===== src/rtl/ram_stream_reader.sv =====
// Sequential RAM read-out engine: walks an address range on a one-cycle registered-read
// RAM and streams the words over valid/ready through a 2-entry output buffer.
module ram_stream_reader #(
    parameter int unsigned ADDR_WIDTH = 4,
    parameter int unsigned DATA_WIDTH = 8,
    parameter int unsigned BUF_DEPTH  = 2
) (
    input  logic                  clock,
    input  logic                  reset,
    input  logic                  start,
    input  logic [ADDR_WIDTH-1:0] base_addr,
    input  logic [ADDR_WIDTH:0]   length,
    output logic                  busy,
    output logic                  done,
    output logic [ADDR_WIDTH-1:0] ram_addr,
    output logic                  ram_we,
    output logic [DATA_WIDTH-1:0] ram_data,
    input  logic [DATA_WIDTH-1:0] ram_out,
    output logic [DATA_WIDTH-1:0] out_data,
    output logic                  out_valid,
    input  logic                  out_ready
);

    localparam int unsigned LEN_WIDTH = ADDR_WIDTH + 1;

    typedef enum logic [1:0] {
        S_IDLE  = 2'd0,
        S_READ  = 2'd1,
        S_DRAIN = 2'd2,
        S_DONE  = 2'd3
    } state_t;

    state_t                r_state;
    logic [LEN_WIDTH-1:0]  r_remaining;
    logic                  r_inflight;
    logic [1:0]            r_count;
    logic [DATA_WIDTH-1:0] r_head;
    logic [DATA_WIDTH-1:0] r_skid;
    logic                  r_out_valid;
    logic                  r_busy;
    logic                  r_done;
    logic [ADDR_WIDTH-1:0] r_ram_addr;

    logic       w_pop;
    logic       w_push;
    logic [2:0] w_level;
    logic       w_issue;
    logic [1:0] w_count_nxt;
    logic       w_drained;

    // Read-only engine: the write side of the RAM is tied off.
    assign ram_we    = 1'b0;
    assign ram_data  = '0;

    assign busy      = r_busy;
    assign done      = r_done;
    assign ram_addr  = r_ram_addr;
    assign out_data  = r_head;
    assign out_valid = r_out_valid;

    // Issue only if the word will have a buffer slot when it lands, counting this cycle's pop.
    assign w_pop       = r_out_valid & out_ready;
    assign w_push      = r_inflight;
    assign w_level     = 3'(r_count) + 3'(r_inflight);
    assign w_issue     = (r_state == S_READ) && (w_level < (3'(BUF_DEPTH) + 3'(w_pop)));
    assign w_count_nxt = 2'(r_count + 2'(w_push) - 2'(w_pop));
    assign w_drained   = !r_inflight && (w_count_nxt == 2'd0);

    always_ff @(posedge clock) begin
        if (reset) begin
            r_state     <= S_IDLE;
            r_remaining <= '0;
            r_inflight  <= 1'b0;
            r_count     <= 2'd0;
            r_head      <= '0;
            r_skid      <= '0;
            r_out_valid <= 1'b0;
            r_busy      <= 1'b0;
            r_done      <= 1'b0;
            r_ram_addr  <= '0;
        end else begin
            r_inflight  <= w_issue;
            r_count     <= w_count_nxt;
            r_out_valid <= (w_count_nxt != 2'd0);

            // Head register is the stream output; skid holds the second word.
            if (w_pop && (r_count == 2'd2)) begin
                r_head <= r_skid;
                if (w_push) begin
                    r_skid <= ram_out;
                end
            end else if (w_push && ((r_count == 2'd0) || w_pop)) begin
                r_head <= ram_out;
            end else if (w_push) begin
                r_skid <= ram_out;
            end

            if (w_issue) begin
                r_ram_addr  <= r_ram_addr + ADDR_WIDTH'(1);
                r_remaining <= r_remaining - LEN_WIDTH'(1);
            end

            case (r_state)
                S_IDLE: begin
                    if (start) begin
                        if (length == '0) begin
                            r_state <= S_DONE;
                            r_done  <= 1'b1;
                        end else begin
                            r_state     <= S_READ;
                            r_busy      <= 1'b1;
                            r_ram_addr  <= base_addr;
                            r_remaining <= length;
                        end
                    end
                end
                S_READ: begin
                    if (w_issue && (r_remaining == LEN_WIDTH'(1))) begin
                        r_state <= S_DRAIN;
                    end
                end
                S_DRAIN: begin
                    // Leave on the edge of the final handshake so done follows immediately.
                    if (w_drained) begin
                        r_state <= S_DONE;
                        r_busy  <= 1'b0;
                        r_done  <= 1'b1;
                    end
                end
                S_DONE: begin
                    r_state <= S_IDLE;
                    r_done  <= 1'b0;
                end
                default: begin
                    r_state <= S_IDLE;
                end
            endcase
        end
    end

endmodule


===== config.mk =====
export PLATFORM = sky130hd
export DESIGN_NAME = ram_stream_reader
export DESIGN_NICKNAME = d
export VERILOG_FILES = /design/src/rtl/ram_stream_reader.sv
export SDC_FILE = /design/constraint.sdc
export NUM_CORES = 1
export LEC_CHECK = 0
export ABC_CLOCK_PERIOD_IN_PS = 5200
export BUFFER_PORTS_ARGS = -buffer_cell sky130_fd_sc_hd__buf_2
export CORE_ASPECT_RATIO = 1.4
export CORE_UTILIZATION = 25
export CTS_BUF_LIST = sky130_fd_sc_hd__clkbuf_4 sky130_fd_sc_hd__clkbuf_8
export DETAILED_ROUTE_END_ITERATION = 10
export GPL_TIMING_DRIVEN = 0
export REMOVE_ABC_BUFFERS = 1
export SKIP_CTS_REPAIR_TIMING = 1
export SLEW_MARGIN = 10
export SYNTH_ARGS = -nofsm -noshare
export SYNTH_HDL_FRONTEND = slang
export SYNTH_SLANG_ARGS = --single-unit

===== constraint.sdc =====
create_clock -name clock -period 5.2 [get_ports clock]
set_clock_uncertainty 0.15 [all_clocks]
set_input_delay 1.04 -clock clock [delete_from_list [all_inputs] [get_ports clock]]
set_output_delay 1.04 -clock clock [all_outputs]
set_load 0.02 [all_outputs]

After elaboration in Yosys (flattened, before gate mapping)
Index checks and enable logic that the tools add are counted.
{"block": "totals", "register_bits": 33}
{"block": "classes", "add_sub_neg": 6, "magnitude_cmp": 1, "n_eq_ne": 11, "n_mux": 26, "bitwise": 1, "n_reduce_logical": 18}
{"op": "$mux 8", "count": 5}
{"op": "$mux 5", "count": 4}
{"op": "$mux 4", "count": 4}
{"op": "$ne 2x2->1 const B", "count": 5}
{"op": "$mux 2", "count": 4}
{"op": "$pmux 2 s4", "count": 1}
{"op": "$reduce_and 4->1", "count": 2}
{"op": "$eq 2x2->1 const B", "count": 3}
{"op": "$logic_not 2->1", "count": 3}
{"op": "$mux 1", "count": 6}
{"op": "$reduce_bool 2->1", "count": 3}
{"op": "$eq 5x1->1 const B", "count": 1}
{"op": "$logic_and 1x1->1", "count": 5}
{"op": "$logic_not 5->1", "count": 1}
{"op": "$sub 5x1->5 const B", "count": 1}
{"op": "$add 4x1->4 const B", "count": 1}
{"op": "$add 2x1->3", "count": 1}
{"op": "$add 2x1->3 const A", "count": 1}
{"op": "$lt 3x3->1", "count": 1}
{"op": "$pmux 1 s3", "count": 1}
{"op": "$reduce_and 3->1", "count": 1}
{"op": "$reduce_bool 3->1", "count": 1}
{"op": "$add 2x1->2", "count": 1}
{"op": "$eq 2x1->1 const B", "count": 1}
{"op": "other kinds (6)", "count": 6}

Longest topological paths before layout
{"block": "logic_depth", "depth_word": 8, "depth_mapped": 8, "depth_no_buf": 8}

Least setup slack after synthesis
No wires, ideal clock.
{"block": "synth_path", "kind": "in2reg", "start": "input out_ready", "end": "register r_state[1]", "setup_ps": 86, "t_arrival_ps": 2759, "setup_slack_ps": 2205, "path_stages": 8, "path_buffers": 0, "path_cell_list": "and2_1 > ha_1 > inv_1 > ha_1 > xor3_2 > or3_1 > a221o_1 > a221oi_2"}
{"block": "synth_between", "elab_chain_cells": 7, "elab_cells_between_ends": 11, "classes_between": "add/sub: 2; order compare: 1; eq/ne: 2; bitwise: 1; reduce/logical: 5"}
{"element": "from (decl)", "line": "21", "text": "input logic out_ready"}
{"element": "$and 1x1->1 *", "line": "62", "text": "assign w_pop = r_out_valid & out_ready;"}
{"element": "$add 2x1->3", "line": "65", "text": "assign w_issue = (r_state == S_READ) && (w_level < (3'(BUF_DEPTH) + 3'(w_pop)));"}
{"element": "$lt 3x3->1", "line": "65"}
{"element": "$logic_and 1x1->1", "line": "65"}
{"element": "$logic_and 1x1->1", "line": "118", "text": "if (w_issue && (r_remaining == LEN_WIDTH'(1))) begin"}
{"element": "$ne 2x1->1 (no line)"}
{"element": "$reduce_and 3->1 (no line) *"}
{"element": "to (signal assigned)", "line": "71", "text": "r_state <= S_IDLE;"}
{"element": "to (signal assigned)", "line": "119", "text": "r_state <= S_DRAIN;"}
{"element": "to (signal assigned)", "line": "125", "text": "r_state <= S_DONE;"}
{"element": "to (decl)", "line": "33", "text": "state_t r_state;"}
Mark *: on every way between the ends. The rest lies on a longest branch, timed or not.
A chain may end at the register's enable or synchronous reset.

Worst setup path in the final report
Same ends and word-level chain as after synthesis.

==> reports/qor.yml <==
status: "completed"
max_stage_delay_ps: 330
io_pins: 45
period_share_pct: 56.3
final_common_cell: "buf_2"
htreeDepth: 2
layout_common_cells: "buf_2 (35), dfxtp_1 (33), nor2_1 (17)"
powerDensity_nw_per_um2: 504
grt_pass1_vias: 1297
synth_cell_types: 46
cp_common_cell: "ha_1"
hold_viol: 0
min_path_type: "reg -> reg"
grt_overflow: 0
routed_wl_mm: 3.52
root_buffer: "clkbuf_8"
drcViolationCount: 0
synth_cells: 188
drtPass1Iterations: 3
clkTransAtPathRegs_ps: 70
synth_seq_area_share_pct: 38.0
multiInputGateArea_um2: 980
critical_path_class: "in -> reg"
arrival_ps: 2970
instances_no_fill: 317
n_fill_cell: 750
top_usage_layer: "met2"
total_power_mw: 1.05
grtUsageMet3_pct: 3.10
p_comb_share_pct: 40.8
via_per_inst: 4.50
met1_usage_pct: 12.0
clk_latency_ps: 280
met2_usage_pct: 17.7
antenna_found_initial: 0
cp_cell_sequence: "buf_2 > and2_1 > ha_1 > inv_1 > ha_1 > xor3_2 > or3_1 > a221o_1 > a221oi_2"
pwr-share-seq_pct: 35.3
dp_cells: 309
critPathMaxFanout: 4
dp_hpwl_mm: 2.63
finalNetCount: 256
final-setup-viol-count: 0
final_max_slew_viol_count: 0
syn-cell-area_um2: 1740
tightest_slew_ps: 796
p_leak_nw: 0.922
grt_pass1_wl_mm: 5.84
die_width_um: 72.5
track_usage_pct: 10.1
dieArea_um2: 7300
ant_nets: 0
coreArea_um2: 6660
cts_max_path_buffers: 2
power.internal_uw: 669
end_kind: "flop"
start_util_pct: 26.1
p_sw_share_pct: 36.2
slowest_stage: "a221o_1"
diodes: 0
vias: 1425
critPathRequiredTime_ps: 5240
final-seq-area_um2: 661
cts_tree: "done"
numPortBuffers: 35
ys_ff_latch: 33
first_iter_violations: 31
tns_ps: 0
wl_per_cell_um: 11.1
yosysWarnings: 0
relSlewSlack_pct: 46.9
p_sw_uw: 381
grt_max_degree: 31
row_count: 35
final.min_clock_period_ps: 2930
gp_congestion: 0.727
clkPwrFrac_pct: 23.9
avgSynthCellArea_um2: 9.26
drive_gt1_share_pct: 22.7
area_growth_pct: 19.8
clock-sinks: 33
fmaxAchievable_mhz: 342
die_h_um: 101
grt_setup_unrepaired: "no"
worstSetupStartpointType: "input port"
numCtsBuffers: 5
peakVddDrop_uv: 179
drv_cap: 0
==> cell families after synthesis <==
kind of cell,synth area share (%)
adders and majority gates,7.91
buffers and inverters,7.91
muxes,5.82
other,0.215
and+or+nand+nor,15.2
AOI/OAI and AO/OA,20.0
xor gates and xnor gates,4.96
DFF,38.0
==> cell usage after synthesis, drive strengths merged <==
library cell	n	area, um2
o21ba	1	10.0
nor4	1	6.26
mux2	1	11.3
or3	3	18.8
o31ai	1	12.5
or2	2	12.5
and3	1	6.26
clkbuf	3	21.3
o21ai	7	35.0
inv	9	33.8
a21oi	10	50.1
a211o	1	8.76
mux2i	9	90.1
ha	11	138
nor3	2	10.0
xor3	1	25.0
nor2	17	63.8
a32oi	8	70.1
and2	2	12.5
a221oi	1	15.0
nand3b	2	18.8
nand2	14	52.6
o41ai	1	8.76
conb	1	3.75
buf	11	82.6
a21o	1	7.51
xnor2	7	61.3
nor2b	4	27.5
o311ai	1	8.76
a211oi	10	75.1
a311oi	1	8.76
nand3	3	15.0
a221o	1	10.0
a31oi	2	12.5
a21boi	2	15.0
or3b	1	8.76
nand2b	2	12.5
dfxtp	33	661
==> metrics by stage <==
| stage | hold WS (ps) | utilization (%) | area (um2) | setup WS, ps |
|---|---|---|---|---|
| 2_1_floorplan | 275 | - | 1670 | 2200 |
| 3_3_place_gp | 284 | 29.4 | 1960 | 1740 |
| 3_5_place_dp | 296 | 29.5 | 1960 | 1970 |
| 4_1_cts | 305 | 31.3 | 2080 | 2260 |
| 5_1_grt | 331 | 31.3 | 2080 | 2160 |
| 6_report | 302 | 31.3 | 2080 | 2270 |
==> sequential cells by signal (all words and copies together) (netlist names) <==
register and count:
out_data 8, r_skid 8, r_remaining 5, ram_addr 4, r_count 2, r_state 2
busy 1, done 1, out_valid 1, r_inflight 1
==> power groups by stage <==
stage / clock network, mW / logic (mW) / registers [mW]
CTS: 0.260 / 0.434 / 0.372
floorplan: 0 / 0.297 / 0.401
global placement: 0 / 0.425 / 0.375
finish: 0.251 / 0.428 / 0.371
global route: 0.272 / 0.481 / 0.383
detailed placement: 0 / 0.431 / 0.378
==> worst paths after layout <==
check,start,end,slack (ps),depth (start not counted)
worst max-delay path,out_ready,r_state[1],2270,9
worst min-delay path,r_skid[0],out_data[0],300,2
worst max register to register,out_valid,r_state[1],2780,8
worst min register to register,r_skid[0],out_data[0],300,2
==> metal layers <==
layer  vias to the layer above  share of wire, %
met2                        34                49
met5                         -                 0
li1                        728                 -
met1                       661                47
met4                         0              0.40
met3                         2               4.2
==> critical path: cells and delay by family <==
kind / cells / cell delay, ps
buffers and inverters: 2 / 170
AND/OR/NAND/NOR: 2 / 470
AO/OA/AOI/OAI: 2 / 600
adder cells (fa/ha/maj): 2 / 410
XOR/XNOR: 1 / 280
==> area by class of cell <==
type	count	share of cell area (%)
multi-input combinational	140	47.0
sequential	33	31.7
clock inverter	1	1.44
clock buffer	7	4.32
inverter	9	1.62
timing repair buffer	35	8.40
tap	92	5.52
No activity file was read; power rests on OpenSTA's default activity.
